## config.mk

```make
export PLATFORM = sky130hd
export DESIGN_NAME = load_store_unit
export DESIGN_NICKNAME = d
export VERILOG_FILES = /design/src/rtl/load_store_unit.sv
export SDC_FILE = /design/constraint.sdc
export NUM_CORES = 1
export LEC_CHECK = 0
export ABC_AREA = 1
export CORE_UTILIZATION = 45
export DETAILED_ROUTE_END_ITERATION = 8
export DONT_BUFFER_PORTS = 1
export SETUP_SLACK_MARGIN = 0.1
export SLEW_MARGIN = 20
export SYNTH_ARGS = -nofsm -noshare
export SYNTH_HDL_FRONTEND = slang
export SYNTH_SLANG_ARGS = --single-unit
```

## constraint.sdc

```tcl
create_clock -name mem_clk -period 5.7 [get_ports mem_clk]
set_input_delay 0.57 -clock mem_clk [delete_from_list [all_inputs] [get_ports mem_clk]]
set_output_delay 0.57 -clock mem_clk [all_outputs]
set_load 0.005 [all_outputs]
```

## src/rtl/load_store_unit.sv

```systemverilog
// load_store_unit: data-port initiator with a posted in-order store buffer and
// store-to-load forwarding; load responses are registered with latency 1.
module load_store_unit #(
  parameter int ADDR_W   = 8,
  parameter int DATA_W   = 16,
  parameter int SB_DEPTH = 2
) (
  input  logic              mem_clk,
  input  logic              reset,
  input  logic              req_valid,
  output logic              req_ready,
  input  logic              req_we,
  input  logic [ADDR_W-1:0] req_addr,
  input  logic [DATA_W-1:0] req_wdata,
  output logic              rsp_valid,
  input  logic              rsp_ready,
  output logic [DATA_W-1:0] rsp_data,
  output logic              sb_empty,
  output logic [ADDR_W-1:0] d_addr,
  output logic              rw,
  output logic [DATA_W-1:0] dw_data,
  input  logic [DATA_W-1:0] dr
);
  localparam int PW = SB_DEPTH > 1 ? $clog2(SB_DEPTH) : 1;
  localparam int CW = $clog2(SB_DEPTH + 1);

  logic [ADDR_W-1:0] sb_addr_q [SB_DEPTH];
  logic [DATA_W-1:0] sb_data_q [SB_DEPTH];
  logic [PW-1:0]     head_q, head_d, tail_q, tail_d, idx;
  logic [CW-1:0]     count_q, count_d;
  logic              rsp_valid_q, rsp_valid_d;
  logic [DATA_W-1:0] rsp_data_q, rsp_data_d, fwd_data;
  logic              full, ld, st, drain;

  function automatic logic [PW-1:0] inc(input logic [PW-1:0] p);
    return (int'(p) == SB_DEPTH - 1) ? '0 : p + 1'b1;
  endfunction

  assign full      = int'(count_q) == SB_DEPTH;
  assign req_ready = !full && (req_we || !rsp_valid_q || rsp_ready);
  assign st        = req_valid && req_ready && req_we;
  assign ld        = req_valid && req_ready && !req_we;
  // A load can only take the port when the buffer is not full, so it never collides with a forced drain.
  assign drain     = full || (!ld && count_q != '0);
  assign rw        = drain;
  assign d_addr    = drain ? sb_addr_q[head_q] : ld ? req_addr : '0;
  assign dw_data   = drain ? sb_data_q[head_q] : '0;
  assign sb_empty  = count_q == '0;
  assign rsp_valid = rsp_valid_q;
  assign rsp_data  = rsp_data_q;

  // Walk oldest to youngest so the youngest matching entry overrides.
  always_comb begin
    fwd_data = dr;
    idx      = '0;
    for (int i = 0; i < SB_DEPTH; i++) begin
      idx = PW'((int'(head_q) + i) % SB_DEPTH);
      if (i < int'(count_q) && sb_addr_q[idx] == req_addr) fwd_data = sb_data_q[idx];
    end
  end

  always_comb begin
    head_d      = drain ? inc(head_q) : head_q;
    tail_d      = st ? inc(tail_q) : tail_q;
    count_d     = count_q + CW'(st) - CW'(drain);
    rsp_valid_d = ld ? 1'b1 : rsp_ready ? 1'b0 : rsp_valid_q;
    rsp_data_d  = ld ? fwd_data : rsp_data_q;
  end

  always_ff @(posedge mem_clk or negedge reset) begin
    if (!reset) begin
      head_q      <= '0;
      tail_q      <= '0;
      count_q     <= '0;
      rsp_valid_q <= 1'b0;
      rsp_data_q  <= '0;
    end else begin
      head_q      <= head_d;
      tail_q      <= tail_d;
      count_q     <= count_d;
      rsp_valid_q <= rsp_valid_d;
      rsp_data_q  <= rsp_data_d;
    end
  end

  always_ff @(posedge mem_clk) begin
    if (st) begin
      sb_addr_q[tail_q] <= req_addr;
      sb_data_q[tail_q] <= req_wdata;
    end
  end
endmodule

```

---- After elaboration in Yosys (flattened, before gate mapping) ----
Memory sizes are Yosys's and may differ from the RTL's.
Cells that the tools add are included.
word-level totals
  register bits ........................... 21
  bits in writable memories ............... 48
  input port bits ......................... 45
  output and inout port bits .............. 44
  memories ................................ 2
memories
  memory     words  width  rd ports  clocked after memory_dff  wr ports  RTL line  RTL
  sb_data_q  2      16     2         0                         1         28        logic [DATA_W-1:0] sb_data_q [SB_DEPTH];
  sb_addr_q  2      8      2         0                         1         27        logic [ADDR_W-1:0] sb_addr_q [SB_DEPTH];
cells by class
  add/subtract/negate cells ............... 5
  $lt $le $gt $ge ......................... 2
  equal/unequal tests ..................... 3
  muxes and demuxes ....................... 11
  reduce and logical (&&, ||, !) cells .... 17
operators with widths
  operator             number
  $mux 16              3
  $eq 8x8->1           2
  $mux 8               2
  $logic_and 1x1->1    7
  $mux 1               6
  $logic_not 1->1      4
  $lt 1x2->1 const A   2
  $reduce_bool 2->1    2
  $add 1x1->1 const B  3
  $logic_or 1x1->1     3
  $add 2x1->2          1
  $eq 2x2->1 const B   1
  $logic_not 2->1      1
  $sub 2x1->2          1

---- Depth between registers and ports, before layout ----
Gate-level depths: netlist of run 1.
  depth after elaboration ................. 10
  gate-level depth with buffers ........... 15

---- Worst setup path after synthesis of run 1 ----
No wires, ideal clock.
  path type ............................... input -> register
  start point ............................. input req_valid
  end point ............................... memory sb_addr_q[0][0], enable pin
  setup time .............................. 0.405 ns
  data arrival time ....................... 1.755 ns
  required time ........................... 5.295 ns
  slack ................................... 3.540 ns
  stages .................................. 2
  buffers on the path ..................... 0
  path through ............................ nand3_1 -> nor2_1
between the ends
  cells in the longest elaborated chain, start to end .. 4
RTL lines
  item                             RTL line  RTL
  from (decl)                      10        input logic req_valid,
  $logic_and 1x1->1 (2 in series)  41        assign st = req_valid && req_ready && req_we;
  $mux 1                           87        if (st) begin
  $mux 1 (not written as such)     88        sb_addr_q[tail_q] <= req_addr;
  to (decl)                        27
No other way between the ends.

---- Worst setup path after layout of run 1 ----
  start point ............................. register count_q[1]
  end point ............................... output d_addr[3]
between the ends
  cells in the longest elaborated chain, start to end .. 9
RTL lines
  item                             RTL line  RTL
  from (decl)                      30        logic [CW-1:0] count_q, count_d;
  from (signal assigned)           80        count_q <= count_d;
  $eq 2x2->1                       39        assign full = int'(count_q) == SB_DEPTH;
  $logic_not 1->1                  40        assign req_ready = !full && (req_we || !rsp_valid_q || rsp_ready);
  $logic_and 1x1->1                40
  via req_ready                    11        output logic req_ready,
  $logic_and 1x1->1 (2 in series)  42        assign ld = req_valid && req_ready && !req_we;
  $logic_not 1->1                  44        assign drain = full || (!ld && count_q != '0);
  $logic_and 1x1->1                44
  $logic_or 1x1->1                 44
  via rw                           20        output logic rw,
  $mux 8                           46        assign d_addr = drain ? sb_addr_q[head_q] : ld ? req_addr : '0;
  to (decl)                        19        output logic [ADDR_W-1:0] d_addr,
The timed path passes the listed nets, and every way through them passes these cells.

==> results.md, run 1 <==
- The flow ran to the end, and the final reports show no timing, DRC or antenna violations.
- The count of buffers from port buffering is 0.
- The sequential cell area in the final layout is 1970 sq um.
- Setup total negative slack on the finished layout was measured at 0 ns.
- The number of DRC violations after detailed-routing iteration 0 is 161.
- Across the VDD grid, the largest voltage drop is 0.192 mV.
- In the finished design, the share of the clock period the worst path needs comes to 0.546.
- The shortest clock period the worst path allows after layout is 3.11 ns.
- The final number of max-transition violations was 0.
- The number of enable flip-flop cells after synthesis is 48.
- Counting flops and latches in the post-synthesis netlist gives roughly 70.
- The TritonCTS buffer count is 9.
- The I/O pin total is 89.
- The total wire length after detailed routing is ~9.3 mm.
- Once detail routing completed, the nets flagged for antenna violations numbered 0.
- The clock sink count is 69.
- The total via count after detailed routing is 2,957.
- Synthesis instantiated 23 different standard cells from the library.
- Between clock sinks in the finished design, the worst skew comes to ~0.013 ns.
- The detail-routed via count per cell is 5.22.
- For the worst setup path, the data required time is 5.13 ns.
- After synthesis, the cell types taking the most area are edfxtp_1, nand2_1, dfrtp_1, nand3_1, inv_1.
- The chip width is 94.2 um.
- The global-route wire length before repair is 14.4 mm.
- Counting the fill cells in the layout gives 810.
- The die outline height is approximately 94 um.
- Compared with the post-synthesis result, the final layout area differs by 6.90%.
- The number of placement rows is 33.
- The kind of critical path is reg -> out.
- Entering global routing, the biggest net connects 42 pins.
- The worst min-delay path class is in -> async.
- Synthesis handed over a netlist of 462 instances.
- Setup repair after global routing left no endpoint under its margin.
- The total DRC errors in the routed layout is 0.
- The worst setup path is captured at a primary output.
- The total global-route track usage is 0.222.
- The share of layout cells above drive strength 1 is 0.102.
- The tool flagged a number of max-cap violations equal to 0.
- The actual transition at the worst max-transition pin is 0.942 ns.
- The proportion of register bits with asynchronous set or reset after synthesis is 0.304.
- The post-cts resize count is 0.
- The depth of the CTS H-tree is 3.
- The fmax is between 300 and 400 MHz.
- The cell taking the most area after synthesis is edfxtp_1.
- The iteration count of the initial detailed-routing pass is 4.
- The initial utilization of the core area, before any placement, comes to 0.465.
- The total chip power is 1.60 mW.
- The worst slew margin relative to its limit is 0.371.
- The post-place instance area is roughly 3900 sq um.
- Of the synthesized area, sequential elements account for 0.514.
- The worst setup path is launched from a flip-flop.
- In this run the cell area of the synthesized design comes to 3820 sq um.
- In the final layout, the multi-input gates occupy 1530 sq um.
- The via count of the first global-routing pass is ~2,800.
- Once placement completed, the tool counted placed cells totaling between 500 and 600.
- With fillers left out, the area of the finished cells amounts to between 4000 and 5000 sq um.
- Power spread over the standard cell area amounts to between 300 and 400 nW/um^2.
- Summed over all cells, the static leakage comes to 1.94 nW.
- The total nets after synthesis is 507.
- The number of hold violations in the final report came to 0.
- For this run, the number of Yosys warnings is 0.
- The final-report setup violation count is 0.
- The total area inside the core boundary comes to 8220 sq um.
- The clock insertion delay at the later pin of the skew report is 0.34 ns.
- Data arrives at the worst endpoint at 2.54 ns.
- The average detailed-routed wire length per instance is 16.4 um.
- TritonCTS built the clock tree.
- CTS placed an instance of clkbuf_8 at the clock tree root.
- After legalization and detailed placement, the total HPWL measured 6.17 mm.
- The die covers between 8000 and 9000 sq um.
- Of all nets on the critical path, the largest fanout is 22.
- Among all flip-flop cells after synthesis, the most frequent one is edfxtp_1.
- The number of antenna violations at the first check in global routing came to 0.
- The maximum root-to-sink buffer count is 2.
- After clock tree synthesis, the clock-pin slew on the worst setup and hold paths is 0.08 ns.
- The net count of the finished layout is 502.
- The antenna diode count is 0.
- The share of synthesized area in the top cell type comes to 0.377.
- Averaged over all synthesized cells, the footprint is 8.28 sq um.
- The weighted congestion at the end of routability-driven global placement is 0.793.
- Global routing finished with a remaining overflow of 0.
- The non-filler instance count after layout is 567.
-- registers in the layout, summed over array words and instances (netlist names) --
name	cells
sb_data_q	32
rsp_data	16
sb_addr_q	16
count_q	2
head_q	1
rsp_valid	1
tail_q	1
-- power breakdown --
group          internal, mW  leakage, nW  switching (mW)
clock network         0.231        0.112           0.198
registers             0.606        0.700          0.0518
logic                 0.169         1.12           0.341
total                  1.01         1.94           0.592
-- cells by family after synthesis --
logic type	Yosys count	share of synthesized area
muxes	16	0.0419
and+or+nand+nor	252	0.285
DFF	69	0.514
buffers and inverters	76	0.0883
xor gates and xnor gates	5	0.0115
AOI/OAI and AO/OA	44	0.0589
-- synth_stat cells, types with 2 or more instances --
cell	instances
buf_6	4
buf_4	3
buf_2	5
or2_2	16
mux2i_1	16
nor2_4	3
inv_2	2
xor2_1	5
nor2_1	28
dfrtp_1	21
nand3_1	58
o21ai_0	22
o22ai_1	4
clkbuf_1	7
edfxtp_1	48
inv_1	53
a21oi_1	17
nand2_1	145
-- per-stage QoR --
| stage | hold slack, ns | setup slack, ns | utilization |
|---|---|---|---|
| 2_1_floorplan | 0.274 | 3.54 | - |
| 3_3_place_gp | 0.276 | 2.87 | 0.471 |
| 3_5_place_dp | 0.275 | 2.81 | 0.471 |
| 4_1_cts | 0.300 | 2.52 | 0.498 |
| 5_1_grt | 0.210 | 2.28 | 0.497 |
| 6_report | 0.197 | 2.59 | 0.497 |
-- final cells by class --
class                   count  share of cell area
flip-flops and latches     69               0.481
clock inverters             6              0.0165
clock buffers              10              0.0364
inverters                  56              0.0526
well taps                 105              0.0321
multi-input cells         317               0.374
repair buffers              4             0.00673
-- metal layers --
layer	global-route usage	wire, um	vias to the layer above
li1	-	-	1487
met1	0.278	4130	1391
met2	0.356	4480	75
met3	0.0752	642	4
met4	0.0731	58	0
met5	0	0	-
-- worst max-delay path, cell delays in order (launching register included) --
cell and delay, ns:
dfrtp_1 0.39, inv_1 0.07, nor2_1 0.04, inv_1 0.08, o21ai_0 0.09, inv_1 0.12
nand4_1 0.11, nand2_1 0.71, inv_1 0.34, nand3_1 0.13, o21ai_0 0.11
-- timing repair --
item                      CTS  global route
hold endpoints to repair   21             0
hold buffers                1             0
buffers inserted            0             0
-- worst paths after layout --
kind	cells past startpoint	slack, ns	endpoint	from
min in group mem_clk	0	0.32	sb_addr_q[0][3]	req_addr[3]
max in group asynchronous	1	5.12	head_q	reset
worst min register to register	2	0.49	count_q[1]	count_q[1]
worst min-delay path	1	0.20	rsp_data[0]	reset
worst max register to register	11	2.95	rsp_data[14]	head_q
worst max-delay path	10	2.59	d_addr[3]	count_q[1]
-- cell usage in the layout (no fill, tap or decap), types with 16 or more instances in the layout --
master / instances
inv_1: 53
o21ai_0: 22
or2_2: 16
nand3_1: 57
nor2_1: 26
edfxtp_1: 48
nand2_1: 145
dfrtp_1: 20
a21oi_1: 17
mux2i_1: 16
No activity file was read; power rests on OpenSTA's default activity.
==> inputs of run 2 (changes only) <==
Clock period 5.7 ns to 2.6 ns, I/O delays scaled along.
==> run 2 against run 1 <==
Sequential power rose by 120%; total power up 120%; via count is 7.3% higher; worst hold slack worse by 0.13 ns; register-to-register slack worse by 2.6 ns; largest cell class unchanged.
==> results.md, run 2 (same netlist as run 1, synthesis figures left out) <==
- The flow ran to the end, and the final reports show no timing, DRC or antenna violations.
- The maximum VDD drop is 0.350 mV (+83%).
- The switching power of the nets is 1.31 mW (+120%).
- The switching power as a share of total power is 0.374 (+0.00337).
- The least setup slack across all paths after layout is 0.293 ns (-2.30 ns).
- The area overhead of the layout relative to synthesis is 14.6%.
- The via count of the first global-routing pass came to 3,052 (+8.5%).
- The clock group share of total power was 0.245 (-0.024).
- The iteration count of the initial detailed-routing pass came to 5 (+1).
- The worst register-to-register path ends at rsp_data[7].
- The end point of the most critical hold path is rsp_valid.
- The TritonCTS buffer count is 9 (unchanged).
- The half-perimeter wire length after placement was 6.66 mm (+7.9%).
- The worst min-delay path class is in -> reg.
- The final total negative setup slack came to 0 ns (unchanged).
- The antenna diode count is 0 (unchanged).
- The register share of total power was 0.419 (+0.007).
- The effective utilization at floorplan is 0.465 (unchanged).
- The register-to-register setup slack was 0.40 ns (-2.55 ns).
- The share of the clock period used by the worst path is 0.887.
- The combinational fraction of design power is 0.336 (+0.017).
- The number of flip-flops in the largest register came to 32 (unchanged).
- The I/O pin total was 89 (unchanged).
- The top cell types in the final layout, fill and taps aside, are nand2_1, nand3_1, inv_1, edfxtp_1, nor2_1.
- The maximum root-to-sink buffer count is 2 (unchanged).
- The kind of start point of the critical path is a flip-flop.
- The register name with the most flops is sb_data_q.
- The total global-route track usage is 0.235 (+0.0133).
- On the critical path the largest part of the delay comes from compound AO/OA/AOI/OAI gates.
- The leakage power summed over all cells is 2.06 nW (+6.6%).
- The total DRC errors in the routed layout is 0 (unchanged).
- The share of layout cells above drive strength 1 was 0.103 (+0.00151).
- The most common library cell in the layout ignoring fill and taps is nand2_1.
- The clock sink count came to 69 (unchanged).
- The fmax is 433 MHz.
- The chip width is 94.2 um (unchanged).
- The number of antenna violations at the first check in global routing was 0 (unchanged).
- The count of buffers from port buffering was 0 (unchanged).
- The largest incremental delay on the critical path is 0.45 ns (-0.26 ns).
- The area of the placeable core came to 8220 sq um (unchanged).
- TritonCTS built the clock tree.
- The global-route wire length before repair is 15.4 mm (+7.3%).
- The detail-routed via count per cell is 5.30 (+1.5%).
- The total via count after detailed routing was 3,172 (+7.3%).
- The worst reg2reg path depth is 11 (unchanged).
- The worst slew margin relative to its limit was 0.570 (+0.199).
- The cell repeated most along the worst path is inv_1.
- The max-cap violation count came to 0 (unchanged).
- The worst path buffer plus inverter count was 3 (-1).
- The worst path arrival time was 2.05 ns (-0.49 ns).
- The depth of the CTS H-tree came to 3 (unchanged).
- The average detailed-routed wire length per instance came to 16.5 um (+0.46%).
- The slowest stage cell on the critical path is nand3_2.
- The post-route antenna net violation count is 0 (unchanged).
- The die area was 8870 sq um (unchanged).
- The number of placement rows was 33 (unchanged).
- The launch instance of the worst min-delay path is rsp_ready.
- The largest net degree at the start of global routing is 36 (-14%).
- The required time of the worst setup path is 2.34 ns (-2.79 ns).
- The sum of overflow across all layers after global routing is 0 (unchanged).
- The worst flop-to-flop path startpoint is head_q.
- The critical path goes through inv_1 -> nor2_1 -> inv_1 -> o21ai_0 -> inv_1 -> nand3_2 -> o21ai_0.
- Setup repair after global routing left no endpoint under its margin.
- The worst hold path passes through 3 cells.
- The final number of max-transition violations is 0 (unchanged).
- The net count of the finished layout was 534 (+6.4%).
- The weighted congestion at the end of routability-driven global placement came to 0.805 (+1.5%).
- The number of hold violations in the final report is 0 (unchanged).
- The setup path with the least slack is of type reg -> out.
- After layout, the minimum clock period comes to 2.31 ns.
- The actual transition at the worst max-transition pin was 0.645 ns (-0.297 ns).
- The category of the worst setup path capture point is a primary output.
- The clock edge transition at the registers on the reported setup and hold paths is 0.08 ns (about the same).
- The final-report setup violation count was 0 (unchanged).
- The clock insertion delay at the later pin of the skew report was 0.35 ns (about the same).
- The clock tree root driver cell is clkbuf_8.
- The number of DRC violations after detailed-routing iteration 0 is 210 (+30%).
- The total wire length after detailed routing is 9.88 mm (+6.1%).
- The power density over the cells came to 802 nW/um^2 (+110%).
- The total internal power is 2.20 mW (+120%).
- The die outline height is 94.2 um (unchanged).
- The post-placement worst setup slack is 0.408 ns (-2.41 ns).
- The biggest fanout along the worst timing path is 21 (-4.5%).
- The clock skew after layout came to 0.0135 ns (+0.000955 ns).
==> run 2: changes by cell type in the layout (fill, tap and decap cells not counted), sizes merged <==
cell         delta
clkbuf          +2
clkinv          -1
dlygate4sd3    +25
buf             +7
inv             -1
==> run 2: how the worst max path moves through the flow <==
stage               startpoint               to  slack [ns]  depth (start not counted)
floorplan           count_q[1]  sb_addr_q[0][0]        0.48                          5
detailed placement      head_q      rsp_data[7]        0.41                         11
finish              count_q[1]        d_addr[0]        0.29                          7
global placement        head_q     rsp_data[11]        0.46                         12
global route         rsp_valid        d_addr[5]        0.12                          9
CTS                 count_q[1]        d_addr[3]        0.22                          7
==> run 2: cell type report <==
type,instances,area (sq um)
Fill cell,783,3830
Clock buffer,12,135
Tap cell,105,131
Inverter,56,215
Sequential cell,69,1970
Timing Repair Buffer,36,355
Multi-Input combinational cell,317,1530
Clock inverter,4,48.8
==> run 2: routing by layer <==
| metal | up-vias | GRT usage | part of all wire |
|---|---|---|---|
| li1 | 1557 | - | - |
| met2 | 100 | 0.373 | 0.47 |
| met5 | - | 0 | 0 |
| met4 | 0 | 0.105 | 0.021 |
| met3 | 16 | 0.0688 | 0.082 |
| met1 | 1499 | 0.294 | 0.42 |
==> run 2: metrics by stage <==
step           instances  power (mW)  area [sq um]  utilization  hold slack (ns)
2_1_floorplan        462        2.39          3820            -          -0.0356
3_3_place_gp         557        2.60          3940        0.480          -0.0346
3_5_place_dp         557        2.63          3940        0.480          -0.0343
4_1_cts              598        3.53          4380        0.533           0.0623
5_1_grt              599        3.74          4380        0.533           0.0873
6_report             599        3.51          4380        0.533           0.0660
==> run 2: what timing repair did <==
item / CTS / global route
hold buffers: 25 / 1
endpoints found under the setup margin: 0 / 2
buffers inserted: 0 / 0
resized for setup: 0 / 2
endpoints found under the hold margin: 69 / 21
==> run 2: power by group through the flow <==
stage	Clock [mW]	Combinational, mW	Sequential, mW
4_1_cts	0.875	1.18	1.47
2_1_floorplan	0	0.987	1.41
3_3_place_gp	0	1.11	1.49
5_1_grt	0.918	1.33	1.49
3_5_place_dp	0	1.14	1.50
6_report	0.861	1.18	1.47
==> run 2: worst register-to-register path, cell delays in order (launching register included) <==
cell and delay (ns):
dfrtp_2 0.61, inv_6 0.31, nand2_1 0.14, nand3_1 0.09
nand2_1 0.07, nor2_1 0.09, nand2_1 0.10, nor2_4 0.38
nand3_1 0.13, nand3_1 0.11, nand2_1 0.07, nand2_1 0.06
==> inputs of run 3 (changes only) <==
--- a/constraint.sdc
+++ b/constraint.sdc
@@ -3,2 +3,2 @@
 set_output_delay 0.26 -clock mem_clk [all_outputs]
-set_load 0.005 [all_outputs]
+set_load 0.01 [all_outputs]
==> run 3 against run 2 <==
Die area stayed put; clock skew is 0.0018 ns lower; sequential power barely moved; utilization fell by 0.50 points; sequential share of layout area is 0.43 points higher; sequential cell count unchanged; critical path type is now reg -> reg; critical endpoint is now rsp_data[11]; largest cell class unchanged; largest power group unchanged.
==> results.md, run 3 (same netlist as run 1, synthesis figures left out) <==
- The average detailed-routed wire length per instance is 16.4 um (-0.83%).
- The share of layout cells above drive strength 1 came to 0.106 (+0.00288).
- The area overhead of the layout relative to synthesis is 13.5%.
- The max-cap violation count is 0 (unchanged).
- The launch instance of the worst min-delay path is req_addr[5].
- The min-delay analysis places its worst path in the category in -> reg.
- The run finished with clean final reports.
- The number of hold violations in the final report is 0 (unchanged).
- The chip width is 94.2 um (unchanged).
- The clock tree root driver cell is clkbuf_8.
- The largest net degree at the start of global routing was 36 (unchanged).
- The final number of max-transition violations is 0 (unchanged).
- The power density over the cells came to 791 nW/um^2 (-1.4%).
- The maximum VDD drop came to 0.489 mV (+40%).
- The biggest fanout along the worst timing path is 35 (+67%).
- The worst flop-to-flop path startpoint is head_q.
- The effective utilization at floorplan is 0.465 (unchanged).
- Setup repair after global routing left no endpoint under its margin.
- The kind of start point of the critical path is a flip-flop.
- The required time of the worst setup path is 2.82 ns (+0.48 ns).
- The clock tree from TritonCTS is built.
- The kind of critical path is reg -> reg.
- The worst path arrival time is 2.42 ns (+0.37 ns).
- The leakage power summed over all cells is 2.05 nW (-0.89%).
- Leaving out fill and tap cells, the most frequent cells in the layout are nand2_1, nand3_1, inv_1, edfxtp_1, nor2_1.
- The shortest clock period the worst path allows after layout is 2.20 ns (-0.102 ns).
- The count of buffers from port buffering came to 0 (unchanged).
- The half-perimeter wire length after placement is 6.59 mm (-0.93%).
- The total via count after detailed routing came to 3,157 (-0.47%).
- The clock skew after layout was 0.0117 ns (-0.00179 ns).
- The weighted congestion at the end of routability-driven global placement is 0.809 (+0.47%).
- The clock sink count is 69 (unchanged).
- The post-route antenna net violation count came to 0 (unchanged).
- The share of the clock period used by the worst path was 0.848 (-0.0394).
- STA classifies the critical path endpoint as a flip-flop.
- The die area was 8870 sq um (unchanged).
- The final total negative setup slack was 0 ns (unchanged).
- The TritonCTS buffer count was 9 (unchanged).
- The detail-routed via count per cell is 5.31 (+0.20%).
- The number of placement rows is 33 (unchanged).
- The global-route wire length before repair came to 15.0 mm (-2.7%).
- The iteration count of the initial detailed-routing pass is 5 (unchanged).
- The worst slew margin relative to its limit came to 0.579 (+0.00920).
- The total wire length after detailed routing is 9.74 mm (-1.5%).
- The sum of overflow across all layers after global routing is 0 (unchanged).
- The fmax is 454 MHz (+4.6%).
- The die outline height is 94.2 um (unchanged).
- The library cell used most frequently in the layout, excluding fill and tap cells, is nand2_1.
- The clock edge transition at the registers on the reported setup and hold paths came to 0.08 ns (about the same).
- The number of flip-flops in the largest register is 32 (unchanged).
- In this run the worst setup path begins at head_q.
- The maximum root-to-sink buffer count is 2 (unchanged).
- The net count of the finished layout is 530 (-0.75%).
- The total chip power is 3.43 mW (-2.3%).
- The actual transition at the worst max-transition pin came to 0.631 ns (-0.0138 ns).
- The depth of the CTS H-tree was 3 (unchanged).
- The total global-route track usage is 0.227 (-0.00786).
- Ranked by flip-flop count, first place goes to sb_data_q.
- The register-to-register setup slack is 0.40 ns (about the same).
- The number of DRC violations after detailed-routing iteration 0 is 185 (-12%).
- The clock insertion delay at the later pin of the skew report was 0.33 ns (-0.02 ns).
- The count of buffers added by post-CTS timing repair for setup is 0 (unchanged).
- The number of antenna violations at the first check in global routing is 0 (unchanged).
- The area of the placeable core is 8220 sq um (unchanged).
- The I/O pin total is 89 (unchanged).
- The total DRC errors in the routed layout was 0 (unchanged).
- The final-report setup violation count came to 0 (unchanged).
- The antenna diode count came to 0 (unchanged).
- The via count of the first global-routing pass is 3,063 (+0.36%).
[run 3: repair_timing]
| action | CTS | global route |
|---|---|---|
| endpoints found under the hold margin | 29 | 30 |
| hold buffers | 6 | 16 |
| setup endpoints to repair | 2 | 8 |
| gates resized for setup | 2 | 1 |
[run 3: where the power goes]
| group | switching, mW | internal, mW | total [mW] |
|---|---|---|---|
| clock network | 0.399 | 0.342 | 0.741 |
| registers | 0.158 | 1.33 | 1.49 |
| logic | 0.779 | 0.427 | 1.21 |
| total | 1.34 | 2.10 | 3.43 |
[run 3: routing by layer]
metal  global-route usage  wire length, um
met4               0.0872              174
met1                0.282             4150
met2                0.367             4680
met3               0.0720              733
met5                    0                0
[run 3: layout make-up]
class	instances	area (sq um)
Multi-Input combinational cell	317	1540
Clock inverter	5	28.8
Sequential cell	69	1970
Clock buffer	11	131
Inverter	56	215
Fill cell	794	3870
Timing Repair Buffer	32	330
Tap cell	105	131
[run 3: critical path, stage by stage, from the launching register on]
cell and delay [ns]:
dfrtp_2 0.70, inv_6 0.21, nand2_1 0.13, nand2_1 0.05, nand2_1 0.07, nand2_1 0.05, nor2_1 0.11, nand3_1 0.16
nor2_4 0.17, buf_4 0.20, a21oi_1 0.08, nand2_1 0.08, nand2_1 0.05
[run 3: stage by stage]
stage / utilization / std cells / setup slack, ns / hold slack, ns / cell area (sq um)
after floorplan: - / 462 / 0.476 / -0.0356 / 3820
after global placement: 0.480 / 557 / 0.467 / -0.0347 / 3940
after detailed placement: 0.480 / 557 / 0.432 / -0.0349 / 3940
after CTS: 0.508 / 579 / 0.132 / 0.000252 / 4170
after global routing: 0.528 / 595 / 0.153 / 0.00238 / 4340
final: 0.528 / 595 / 0.395 / 0.0253 / 4340
[run 3: path summary, 6_finish.rpt]
kind / to / depth (start not counted)
setup reg to reg: rsp_data[11] / 12
max in group asynchronous: head_q / 2
hold reg to reg: count_q[1] / 2
setup / recovery: rsp_data[11] / 12
hold / removal: sb_addr_q[1][5] / 0
min in group asynchronous: rsp_data[14] / 2
